**config.mk**
```make
export PLATFORM = sky130hd
export DESIGN_NAME = traffic_monitor_flat
export DESIGN_NICKNAME = d
export VERILOG_FILES = /design/src/rtl/traffic_pkg.sv /design/src/rtl/traffic_monitor_if.sv /design/src/rtl/seg7_enc.sv /design/src/rtl/traffic_monitor.sv /design/src/flat_wrapper.sv
export SDC_FILE = /design/constraint.sdc
export NUM_CORES = 1
export LEC_CHECK = 0
export BUFFER_PORTS_ARGS = -buffer_cell sky130_fd_sc_hd__buf_4
export CAP_MARGIN = 0
export CORE_MARGIN = 5
export CORE_UTILIZATION = 30
export CTS_BUF_LIST = sky130_fd_sc_hd__clkbuf_8
export DETAILED_ROUTE_END_ITERATION = 10
export PLACE_DENSITY_LB_ADDON = 0.25
export SETUP_SLACK_MARGIN = 0.05
export SLEW_MARGIN = 5
export SYNTH_ARGS = -nofsm -noshare
export SYNTH_HDL_FRONTEND = slang
export SYNTH_HIERARCHICAL = 1
export SYNTH_SLANG_ARGS = --single-unit
```
**constraint.sdc**
```tcl
create_clock -name clk -period 3.53 [get_ports clk]
set_clock_uncertainty 0.05 [all_clocks]
set_input_delay 0 -clock clk [delete_from_list [all_inputs] [get_ports clk]]
set_output_delay 0 -clock clk [all_outputs]
set_load 0.02 [all_outputs]
```
**src/rtl/traffic_pkg.sv**
```systemverilog
// traffic_pkg: shared constants and helpers for the lamp-bus monitor.
//   Z_*      one-hot lamp codes driven by the traffic-light controller
//   state_t  monitor FSM states
//   SEG_*    active-low seven-segment patterns, bit order gfedcba
package traffic_pkg;

    localparam logic [2:0] Z_RED = 3'b001;
    localparam logic [2:0] Z_YEL = 3'b010;
    localparam logic [2:0] Z_GRN = 3'b100;

    typedef enum logic {ACQ, TRACK} state_t;

    localparam logic [6:0] SEG_0 = 7'b1000000;
    localparam logic [6:0] SEG_1 = 7'b1111001;
    localparam logic [6:0] SEG_2 = 7'b0100100;
    localparam logic [6:0] SEG_3 = 7'b0110000;
    localparam logic [6:0] SEG_4 = 7'b0011001;
    localparam logic [6:0] SEG_5 = 7'b0010010;
    localparam logic [6:0] SEG_6 = 7'b0000010;
    localparam logic [6:0] SEG_7 = 7'b1111000;
    localparam logic [6:0] SEG_8 = 7'b0000000;
    localparam logic [6:0] SEG_9 = 7'b0011000;

    function automatic logic is_onehot(logic [2:0] code);
        return (code == Z_RED) || (code == Z_YEL) || (code == Z_GRN);
    endfunction

    // Phase index of a legal code; only meaningful when is_onehot() holds.
    function automatic logic [1:0] phase_idx(logic [2:0] code);
        logic [1:0] idx;
        case (code)
            Z_YEL:   idx = 2'd1;
            Z_GRN:   idx = 2'd2;
            default: idx = 2'd0;
        endcase
        return idx;
    endfunction

endpackage

```
**src/rtl/traffic_monitor_if.sv**
```systemverilog
// traffic_monitor_if: lamp bus plus monitor report signals.
//   z           lamp code from the controller
//   phase_done  one-cycle pulse at the end of a phase
//   last_phase  index of the phase that just ended
//   last_len    measured dwell of that phase
//   err_*       sticky error flags
//   HEX0/HEX1   rotation count, units/tens, active-low gfedcba
// master: drives z (controller / bench). slave: the monitor.
interface traffic_monitor_if;

    logic [2:0] z;
    logic       phase_done;
    logic [1:0] last_phase;
    logic [5:0] last_len;
    logic       err_onehot;
    logic       err_seq;
    logic       err_dur;
    logic [6:0] HEX0;
    logic [6:0] HEX1;

    modport master (
        output z,
        input  phase_done, last_phase, last_len, err_onehot, err_seq, err_dur, HEX0, HEX1
    );

    modport slave (
        input  z,
        output phase_done, last_phase, last_len, err_onehot, err_seq, err_dur, HEX0, HEX1
    );

endinterface

```
**src/rtl/seg7_enc.sv**
```systemverilog
// seg7_enc: combinational BCD digit to active-low seven-segment pattern.
//   bcd  in  4  digit 0..9 (10..15 blank the display)
//   seg  out 7  segments gfedcba, 0 = lit
module seg7_enc
    import traffic_pkg::*;
(
    input  logic [3:0] bcd,
    output logic [6:0] seg
);

    always_comb begin
        seg = 7'b1111111;
        case (bcd)
            4'd0:    seg = SEG_0;
            4'd1:    seg = SEG_1;
            4'd2:    seg = SEG_2;
            4'd3:    seg = SEG_3;
            4'd4:    seg = SEG_4;
            4'd5:    seg = SEG_5;
            4'd6:    seg = SEG_6;
            4'd7:    seg = SEG_7;
            4'd8:    seg = SEG_8;
            4'd9:    seg = SEG_9;
            default: seg = 7'b1111111;
        endcase
    end

endmodule

```
**src/rtl/traffic_monitor.sv**
```systemverilog
// traffic_monitor: passive checker on the traffic-light lamp bus. Measures each
// phase's dwell, checks phase order 001->010->100->001 and dwell against DURx, raises
// sticky error flags and shows completed rotations on two seven-segment digits.
//   clk  in  system clock
//   rst  in  synchronous active-high reset
//   bus  traffic_monitor_if.slave (z in; phase report, error flags, HEX0/HEX1 out)
module traffic_monitor
    import traffic_pkg::*;
#(
    parameter int unsigned DUR0 = 11,
    parameter int unsigned DUR1 = 21,
    parameter int unsigned DUR2 = 31
) (
    input  logic               clk,
    input  logic               rst,
    traffic_monitor_if.slave   bus
);

    logic [2:0] z_q, z_p;
    state_t     state_q, state_d;
    logic [1:0] cur_q, cur_d;
    logic [5:0] run_len_q, run_len_d;
    logic       phase_done_q, phase_done_d;
    logic [1:0] last_phase_q, last_phase_d;
    logic [5:0] last_len_q, last_len_d;
    logic       err_onehot_q, err_onehot_d;
    logic       err_seq_q, err_seq_d;
    logic       err_dur_q, err_dur_d;
    logic [3:0] units_q, units_d, tens_q, tens_d;
    logic [6:0] hex0_q, hex0_d, hex1_q, hex1_d;

    logic       change, new_oh, rotate;
    logic [1:0] new_idx, next_idx;
    logic [5:0] dur_cur;

    assign change   = (z_q != z_p);
    assign new_oh   = is_onehot(z_q);
    assign new_idx  = phase_idx(z_q);
    assign next_idx = (cur_q == 2'd2) ? 2'd0 : cur_q + 2'd1;

    always_comb begin
        case (cur_q)
            2'd1:    dur_cur = 6'(DUR1);
            2'd2:    dur_cur = 6'(DUR2);
            default: dur_cur = 6'(DUR0);
        endcase
    end

    always_comb begin
        state_d      = state_q;
        cur_d        = cur_q;
        run_len_d    = run_len_q;
        phase_done_d = 1'b0;
        last_phase_d = last_phase_q;
        last_len_d   = last_len_q;
        err_onehot_d = err_onehot_q;
        err_seq_d    = err_seq_q;
        err_dur_d    = err_dur_q;
        rotate       = 1'b0;
        case (state_q)
            ACQ: begin
                if (change && new_oh) begin
                    state_d   = TRACK;
                    cur_d     = new_idx;
                    run_len_d = 6'd1;
                end
            end
            TRACK: begin
                if (!change) begin
                    if (run_len_q != 6'd63) run_len_d = run_len_q + 6'd1;
                    // Over-long phase flagged as soon as it is known, not at phase end.
                    if (run_len_q > dur_cur) err_dur_d = 1'b1;
                end else begin
                    phase_done_d = 1'b1;
                    last_phase_d = cur_q;
                    last_len_d   = run_len_q;
                    if (new_oh) begin
                        if (run_len_q != dur_cur) err_dur_d = 1'b1;
                        if (new_idx != next_idx)  err_seq_d = 1'b1;
                        rotate    = (cur_q == 2'd2) && (new_idx == 2'd0);
                        cur_d     = new_idx;
                        run_len_d = 6'd1;
                    end else begin
                        err_onehot_d = 1'b1;
                        state_d      = ACQ;
                    end
                end
            end
            default: state_d = ACQ;
        endcase
    end

    // Two-digit BCD rotation counter, 99 wraps to 00.
    always_comb begin
        units_d = units_q;
        tens_d  = tens_q;
        if (rotate) begin
            if (units_q == 4'd9) begin
                units_d = 4'd0;
                tens_d  = (tens_q == 4'd9) ? 4'd0 : tens_q + 4'd1;
            end else begin
                units_d = units_q + 4'd1;
            end
        end
    end

    seg7_enc u_enc0 (.bcd(units_d), .seg(hex0_d));
    seg7_enc u_enc1 (.bcd(tens_d),  .seg(hex1_d));

    always_ff @(posedge clk) begin
        if (rst) begin
            z_q          <= 3'b000;
            z_p          <= 3'b000;
            state_q      <= ACQ;
            cur_q        <= 2'd0;
            run_len_q    <= 6'd0;
            phase_done_q <= 1'b0;
            last_phase_q <= 2'd0;
            last_len_q   <= 6'd0;
            err_onehot_q <= 1'b0;
            err_seq_q    <= 1'b0;
            err_dur_q    <= 1'b0;
            units_q      <= 4'd0;
            tens_q       <= 4'd0;
            hex0_q       <= SEG_0;
            hex1_q       <= SEG_0;
        end else begin
            z_q          <= bus.z;
            z_p          <= z_q;
            state_q      <= state_d;
            cur_q        <= cur_d;
            run_len_q    <= run_len_d;
            phase_done_q <= phase_done_d;
            last_phase_q <= last_phase_d;
            last_len_q   <= last_len_d;
            err_onehot_q <= err_onehot_d;
            err_seq_q    <= err_seq_d;
            err_dur_q    <= err_dur_d;
            units_q      <= units_d;
            tens_q       <= tens_d;
            hex0_q       <= hex0_d;
            hex1_q       <= hex1_d;
        end
    end

    assign bus.phase_done = phase_done_q;
    assign bus.last_phase = last_phase_q;
    assign bus.last_len   = last_len_q;
    assign bus.err_onehot = err_onehot_q;
    assign bus.err_seq    = err_seq_q;
    assign bus.err_dur    = err_dur_q;
    assign bus.HEX0       = hex0_q;
    assign bus.HEX1       = hex1_q;

endmodule

```
**src/flat_wrapper.sv**
```systemverilog
// flat-port wrapper written by rule: the top's interface ports become plain ports
module traffic_monitor_flat import traffic_pkg::*;
#(
    parameter int unsigned DUR0 = 11,
    parameter int unsigned DUR1 = 21,
    parameter int unsigned DUR2 = 31
)
  (clk, rst, bus_z, bus_phase_done, bus_last_phase, bus_last_len, bus_err_onehot, bus_err_seq, bus_err_dur, bus_HEX0, bus_HEX1);
  traffic_monitor_if bus_i ();
  input  logic clk;
  input  logic rst;
  input wire logic [$bits(bus_i.z)-1:0] bus_z;
  output wire logic [$bits(bus_i.phase_done)-1:0] bus_phase_done;
  output wire logic [$bits(bus_i.last_phase)-1:0] bus_last_phase;
  output wire logic [$bits(bus_i.last_len)-1:0] bus_last_len;
  output wire logic [$bits(bus_i.err_onehot)-1:0] bus_err_onehot;
  output wire logic [$bits(bus_i.err_seq)-1:0] bus_err_seq;
  output wire logic [$bits(bus_i.err_dur)-1:0] bus_err_dur;
  output wire logic [$bits(bus_i.HEX0)-1:0] bus_HEX0;
  output wire logic [$bits(bus_i.HEX1)-1:0] bus_HEX1;
  assign bus_i.z = bus_z;
  assign bus_phase_done = bus_i.phase_done;
  assign bus_last_phase = bus_i.last_phase;
  assign bus_last_len = bus_i.last_len;
  assign bus_err_onehot = bus_i.err_onehot;
  assign bus_err_seq = bus_i.err_seq;
  assign bus_err_dur = bus_i.err_dur;
  assign bus_HEX0 = bus_i.HEX0;
  assign bus_HEX1 = bus_i.HEX1;
  traffic_monitor #(.DUR0(DUR0), .DUR1(DUR1), .DUR2(DUR2)) u_core (.clk(clk), .rst(rst), .bus(bus_i));
endmodule
```
Yosys cells after proc, flatten, opt, wreduce, memory -nomap -nowiden
Memories as Yosys holds them, arrays and structs flattened. A register that Yosys moved wholly into a read port is not among the register bits.
Cells that the tools add are included.
{"block": "totals", "register_bits": 35, "romBits": 224, "in_bits": 5, "n_memories": 2}
{"block": "op_classes", "add_sub_neg": 4, "order_cmp": 1, "n_eq_ne": 18, "n_mux": 29, "bitwise": 2, "reduce_logical": 13}
{"memory": "(no name shown)", "depth": 16, "width": 7, "read_ports": 1, "rd_ports_with_merged_regs": 1, "wr": 0, "line": "seg7_enc.sv:13", "source": "case (bcd)"}
{"memory": "(no name shown)", "depth": 16, "width": 7, "read_ports": 1, "rd_ports_with_merged_regs": 1, "wr": 0, "line": "seg7_enc.sv:13"}
{"cell": "6-bit two-way mux", "n": 4}
{"cell": "4-bit two-way mux", "n": 5}
{"cell": "6-bit case mux with 2 select lines", "n": 1}
{"cell": "1-bit two-way mux", "n": 11}
{"cell": "5-bit case mux with 2 select lines", "n": 1}
{"cell": "3-bit AND reduction", "n": 3}
{"cell": "4-bit by 1-bit adder with 4-bit output, second input constant", "n": 2}
{"cell": "4-bit == test, second input constant", "n": 2}
{"cell": "2-bit two-way mux", "n": 4}
{"cell": "2-bit != test, second input constant", "n": 4}
{"cell": "2-bit case mux with 2 select lines", "n": 2}
{"cell": "4-bit AND reduction", "n": 2}
{"cell": "6-bit by 1-bit adder with 6-bit output, second input constant", "n": 1}
{"cell": "6-bit by 5-bit > comparator with 1-bit output", "n": 1}
{"cell": "3-bit != test, second input constant", "n": 2}
{"cell": "6-bit by 5-bit != test with 1-bit output", "n": 1}
{"cell": "6-bit != test, second input constant", "n": 1}
{"cell": "3-bit by 1-bit == test with 1-bit output, second input constant", "n": 1}
{"cell": "3-bit by 2-bit == test with 1-bit output, second input constant", "n": 1}
{"cell": "3-bit == test, second input constant", "n": 1}
{"cell": "3-bit != test", "n": 1}
{"cell": "2-bit by 1-bit adder with 2-bit output, second input constant", "n": 1}
{"cell": "2-bit by 1-bit == test with 1-bit output, second input constant", "n": 1}
{"cell": "2-bit == test, second input constant", "n": 1}
{"cell": "other kinds (10)", "n": 13}

Logic depth before layout (Yosys ltp)
{"block": "logic_depth", "depth_word": 8, "depth_mapped": 12, "ltp_nobuf": 11}

Modules after synthesis
The synthesis kept the hierarchy.
{"module": "traffic_monitor", "n_inst": 1, "cells_each": 236, "area_each_um2": 2194.6, "seq_area_each_um2": 980.9}
{"module": "seg7_enc at u_core.u_enc1", "n_inst": 1, "cells_each": 34, "area_each_um2": 235.2, "seq_area_each_um2": 0.0}
{"module": "seg7_enc at u_core.u_enc0", "n_inst": 1, "cells_each": 31, "area_each_um2": 212.7, "seq_area_each_um2": 0.0}

Least setup slack after synthesis
Ideal clock, no wire load.
{"block": "synth_timing", "path_kind": "register to register", "from": "register u_core.z_q[1]", "to": "register u_core.hex0_q[0] (netlist: u_core/bus.HEX0[0])", "arrival_time_ps": 2377, "path_slack_ps": 975, "path_stages_with_launch": 13, "period_less_slack_ps": 2555, "cell_sequence": "dfxtp_1 buf_6 xor2_2 o31ai_4 buf_2 o21ai_0 o31ai_1 inv_1 ha_1 or2_4 o21ai_2 a21oi_1 nor2b_1"}
{"block": "synth_via", "elab_chain_cells": 8, "word_cells_on_any_way": 13, "classes_between": "4 x eq/ne; 5 x mux; 4 x reduce/logical"}
{"item": "from (decl)", "line": "traffic_monitor.sv:19", "source": "logic [2:0] z_q, z_p;"}
{"item": "from (signal assigned)", "line": "traffic_monitor.sv:128", "source": "z_q <= bus.z;"}
{"item": "3-bit == test / 3-bit by 2-bit == test with 1-bit output (equally long branches)", "line": "traffic_pkg.sv:25, traffic_pkg.sv:31"}
{"item": "2-bit case mux with 2 select lines", "line": "traffic_pkg.sv:31", "source": "case (code)"}
{"item": "2-bit zero test", "line": "traffic_monitor.sv:80", "source": "rotate = (cur_q == 2'd2) && (new_idx == 2'd0);"}
{"item": "1-bit logical AND", "line": "traffic_monitor.sv:80"}
{"item": "1-bit two-way mux", "line": "traffic_monitor.sv:77", "source": "if (new_oh) begin"}
{"item": "1-bit two-way mux *", "line": "traffic_monitor.sv:69", "source": "if (!change) begin"}
{"item": "1-bit two-way mux *", "line": "traffic_monitor.sv:60", "source": "case (state_q)"}
{"item": "4-bit two-way mux *", "line": "traffic_monitor.sv:97", "source": "if (rotate) begin"}
{"item": "named net u_core.units_d[1]", "line": "traffic_monitor.sv:29", "source": "logic [3:0] units_q, units_d, tens_q, tens_d;"}
{"item": "to (decl)", "line": "traffic_monitor.sv:30", "source": "logic [6:0] hex0_q, hex0_d, hex1_q, hex1_d;"}
The timed path passes the listed nets; every way through them passes the cells marked *.
A chain may end at the register's enable or synchronous reset.

Worst setup path in the final report
{"block": "layout_timing", "from": "register u_core.z_q[0]", "to": "register u_core.hex0_q[0] (netlist: u_core/bus.HEX0[0])"}
The elaborated chain is that of the path after synthesis.

==> impl_metrics.tcl <==
set metrics [dict create \
    dr.pass1.iters 4 \
    clkSinkCount 49 \
    whs_path_depth 2 \
    grt_pass1_vias 2017 \
    grt_pass1_wl_um 9310 \
    remaining_drc_errors 0 \
    postRouteWirelength_um 5440 \
    finish.utilization 0.354 \
    clock_latency_ns 0.30 \
    async_flop_share 0 \
    die_area_sq_mm 0.0108 \
    antenna_found_initial 0 \
    end_kind "flop" \
    multi_input_area_sq_mm 0.00151 \
    yosys_warnings 6 \
    crit_family "compound AO/OA/AOI/OAI gates" \
    relSlewSlack 0.438 \
    swShare 0.268 \
    tritoncts "done" \
    grt_overflow 0 \
    vias 2080 \
    cp_max_fo 17 \
    cellPowerDensity_mw_per_mm2 333 \
    p_int_w 0.000746 \
    slowest_stage "o31ai_4" \
    cts_setup_buffers 0 \
    final_antenna_net_count 0 \
    regArea_sq_um 981 \
    synth_edf_count 0 \
    r2r_slack_ns 0.46 \
    synth_fp_nets 323 \
    finalHoldViolations 0 \
    r2r_cells 10 \
    drt_iter0_drc 49 \
    fin_nets 353 \
    hpwl_um 3840 \
    rows 34 \
    n_antenna_cell 0 \
    drv_slew 0 \
    tightest_slew_ns 0.836 \
    path_cells "xor2_2 -> o31ai_4 -> o21ai_0 -> o31ai_1 -> inv_1 -> ha_1 -> or2_4 -> o21ai_2 -> a21oi_1 -> nor2b_1" \
    cp.arrival_ns 3.20 \
    status "finished clean" \
    nFillCells 920 \
    path_class "reg -> reg" \
    ctsLongestPathBuffers 2 \
    ys_ff_latch 49 \
    min_to "u_core/z_p[2]" \
    wl_per_cell_um 12.4 \
    cts_buffers 5 \
    core_area_sq_mm 0.00864 \
    die_w_um 104 \
    drive_above_1_share 0.196 \
    die_y_um 104 \
    synthFlopType "dfxtp_1" \
    areaGrowthSynthToFinish_pct 15.7 \
    pwr-share-clk 0.318 \
    maxCapViolCount 0 \
    synth_area_sq_mm 0.00264 \
    rsz0062_at_grt "false" \
    clock-root-buffer "clkbuf_8" \
    required_ns 3.66 \
    grtUsageTotal 0.102 \
    most-common-layout-cells "dfxtp_1 (49), buf_4 (34), nand2_1 (32), nor2b_1 (27), a21oi_1 (23)" \
    r2r-end "u_core/bus.HEX0[0]" \
    ir_drop_v 0.000133 \
    fin_setup_tns_ns 0 \
    crit_buf_inv 1 \
    fin_crit_ns 3.07 \
    ys_seq_area_frac 0.371 \
    synth.avg_cell_area_sq_um 8.78 \
    cellLeakagePower_nw 1.18 \
    clk_pin_slew_ns 0.09 \
    via_per_inst 4.73 \
    postSynthCellCount 301 \
    maxClockFrequency_mhz 326 \
    setup-violations-final 0 \
    io_pins 31 \
    grt_max_degree 48 \
    cpPeakStageDelay_ns 0.67 \
    place.port_buffers 30 \
    h-tree-depth 2 \
    hp-class "in -> reg" \
    yosysUniqueCellTypes 53 \
    reg2reg_from "u_core/z_q[0]" \
    critPathLaunchType "flop" \
    period_share 0.870 \
    min-delay-start "rst" \
    initial_utilization 0.306 \
    p_comb_frac 0.108 \
    gp_congestion 0.812 \
    p_switching_w 0.000273 \
    final_common_cell "dfxtp_1" \
    p_seq_frac 0.573 \
]
[cells in the mapped netlist, types with 3 or more instances]
| cell | number | area (sq um) |
|---|---|---|
| ha_1 | 17 | 213 |
| nand3_1 | 7 | 35.0 |
| inv_1 | 14 | 52.6 |
| buf_6 | 4 | 45.0 |
| nor2b_1 | 27 | 169 |
| o21ai_0 | 11 | 55.1 |
| dfxtp_1 | 49 | 981 |
| or3_1 | 5 | 31.3 |
| o21ai_1 | 7 | 35.0 |
| o31ai_1 | 5 | 37.5 |
| a21oi_1 | 23 | 115 |
| clkbuf_1 | 5 | 18.8 |
| nor2_1 | 19 | 71.3 |
| buf_2 | 3 | 15.0 |
| and3_1 | 3 | 18.8 |
| nand4_1 | 3 | 18.8 |
| nor3_1 | 3 | 15.0 |
| a21boi_1 | 5 | 37.5 |
| xnor2_1 | 3 | 26.3 |
| nand2_1 | 32 | 120 |
| nor4_1 | 3 | 18.8 |
| xor2_2 | 3 | 48.8 |
| nand2b_1 | 6 | 37.5 |
| a211oi_1 | 4 | 30.0 |
| o21ai_2 | 5 | 43.8 |
[sequential cells by signal (all words and copies together) (netlist names), 3 cells and up, named ones only]
signal and flops:
u_core/z_q 3, u_core/bus.last_len 6, u_core/bus.HEX0 7, u_core/bus.HEX1 7
u_core/tens_q 4, u_core/units_q 4, u_core/z_p 3, u_core/run_len_q 6
[per-layer routing]
metal	part of all wire	up-vias	GRT usage
met5	0	-	0
met4	0.0099	0	0.0278
met3	0.027	5	0.0236
met2	0.47	26	0.175
met1	0.49	969	0.127
li1	-	1080	-
[kinds of logic after synthesis]
| family | count (synthesis) | share of synthesized area |
|---|---|---|
| mux | 2 | 0.00805 |
| simple gates | 123 | 0.263 |
| buf+inv | 30 | 0.0568 |
| xor+xnor | 8 | 0.0350 |
| fa+ha+maj | 17 | 0.0805 |
| compound gates | 72 | 0.185 |
| flops | 49 | 0.371 |
[power by group through the flow]
| stage | logic (W) | registers [W] | clock network, W |
|---|---|---|---|
| detailed placement | 0.000109 | 0.000597 | 0 |
| CTS | 0.000112 | 0.000584 | 0.000339 |
| global route | 0.000123 | 0.000587 | 0.000363 |
| floorplan | 0.0000832 | 0.000594 | 0 |
| global placement | 0.000109 | 0.000597 | 0 |
| finish | 0.000110 | 0.000584 | 0.000324 |
[cell type report]
type                    instances  area share
clock buffers                   5      0.0225
clock inverters                 3     0.00491
inverters                      16      0.0196
multi-input cells             222       0.494
flip-flops and latches         49       0.321
well taps                     108      0.0442
repair buffers                 37      0.0933
[metrics by stage]
step | std cells | total power [W] | cell area [sq um] | hold slack [ns] | setup slack, ns
2_1_floorplan | 301 | 0.000677 | 2640 | 0.0782 | 0.975
3_3_place_gp | 429 | 0.000706 | 2940 | 0.187 | 0.556
3_5_place_dp | 429 | 0.000706 | 2940 | 0.175 | 0.517
4_1_cts | 440 | 0.00104 | 3060 | 0.0864 | 0.424
5_1_grt | 440 | 0.00107 | 3060 | 0.104 | 0.126
6_report | 440 | 0.00102 | 3060 | 0.0686 | 0.459
[timing repair]
action                                  CTS  global route
endpoints found under the setup margin    0             0
hold buffers                              3             0
endpoints found under the hold margin     3             0
gates resized for setup                   0             0
[worst max-delay path by stage]
stage                          to  slack [ns]  cells past startpoint           from
6_report       u_core/bus.HEX0[0]        0.46                     10  u_core/z_q[0]
5_1_grt        u_core/bus.HEX0[0]        0.13                     10  u_core/z_q[0]
4_1_cts        u_core/bus.HEX0[0]        0.42                     10  u_core/z_q[0]
3_5_place_dp   u_core/bus.HEX0[3]        0.52                      9  u_core/z_q[0]
3_3_place_gp   u_core/bus.HEX1[3]        0.56                     10  u_core/z_q[0]
2_1_floorplan  u_core/bus.HEX0[0]        0.98                     12  u_core/z_q[1]
Power figures use the tool's default switching activity.
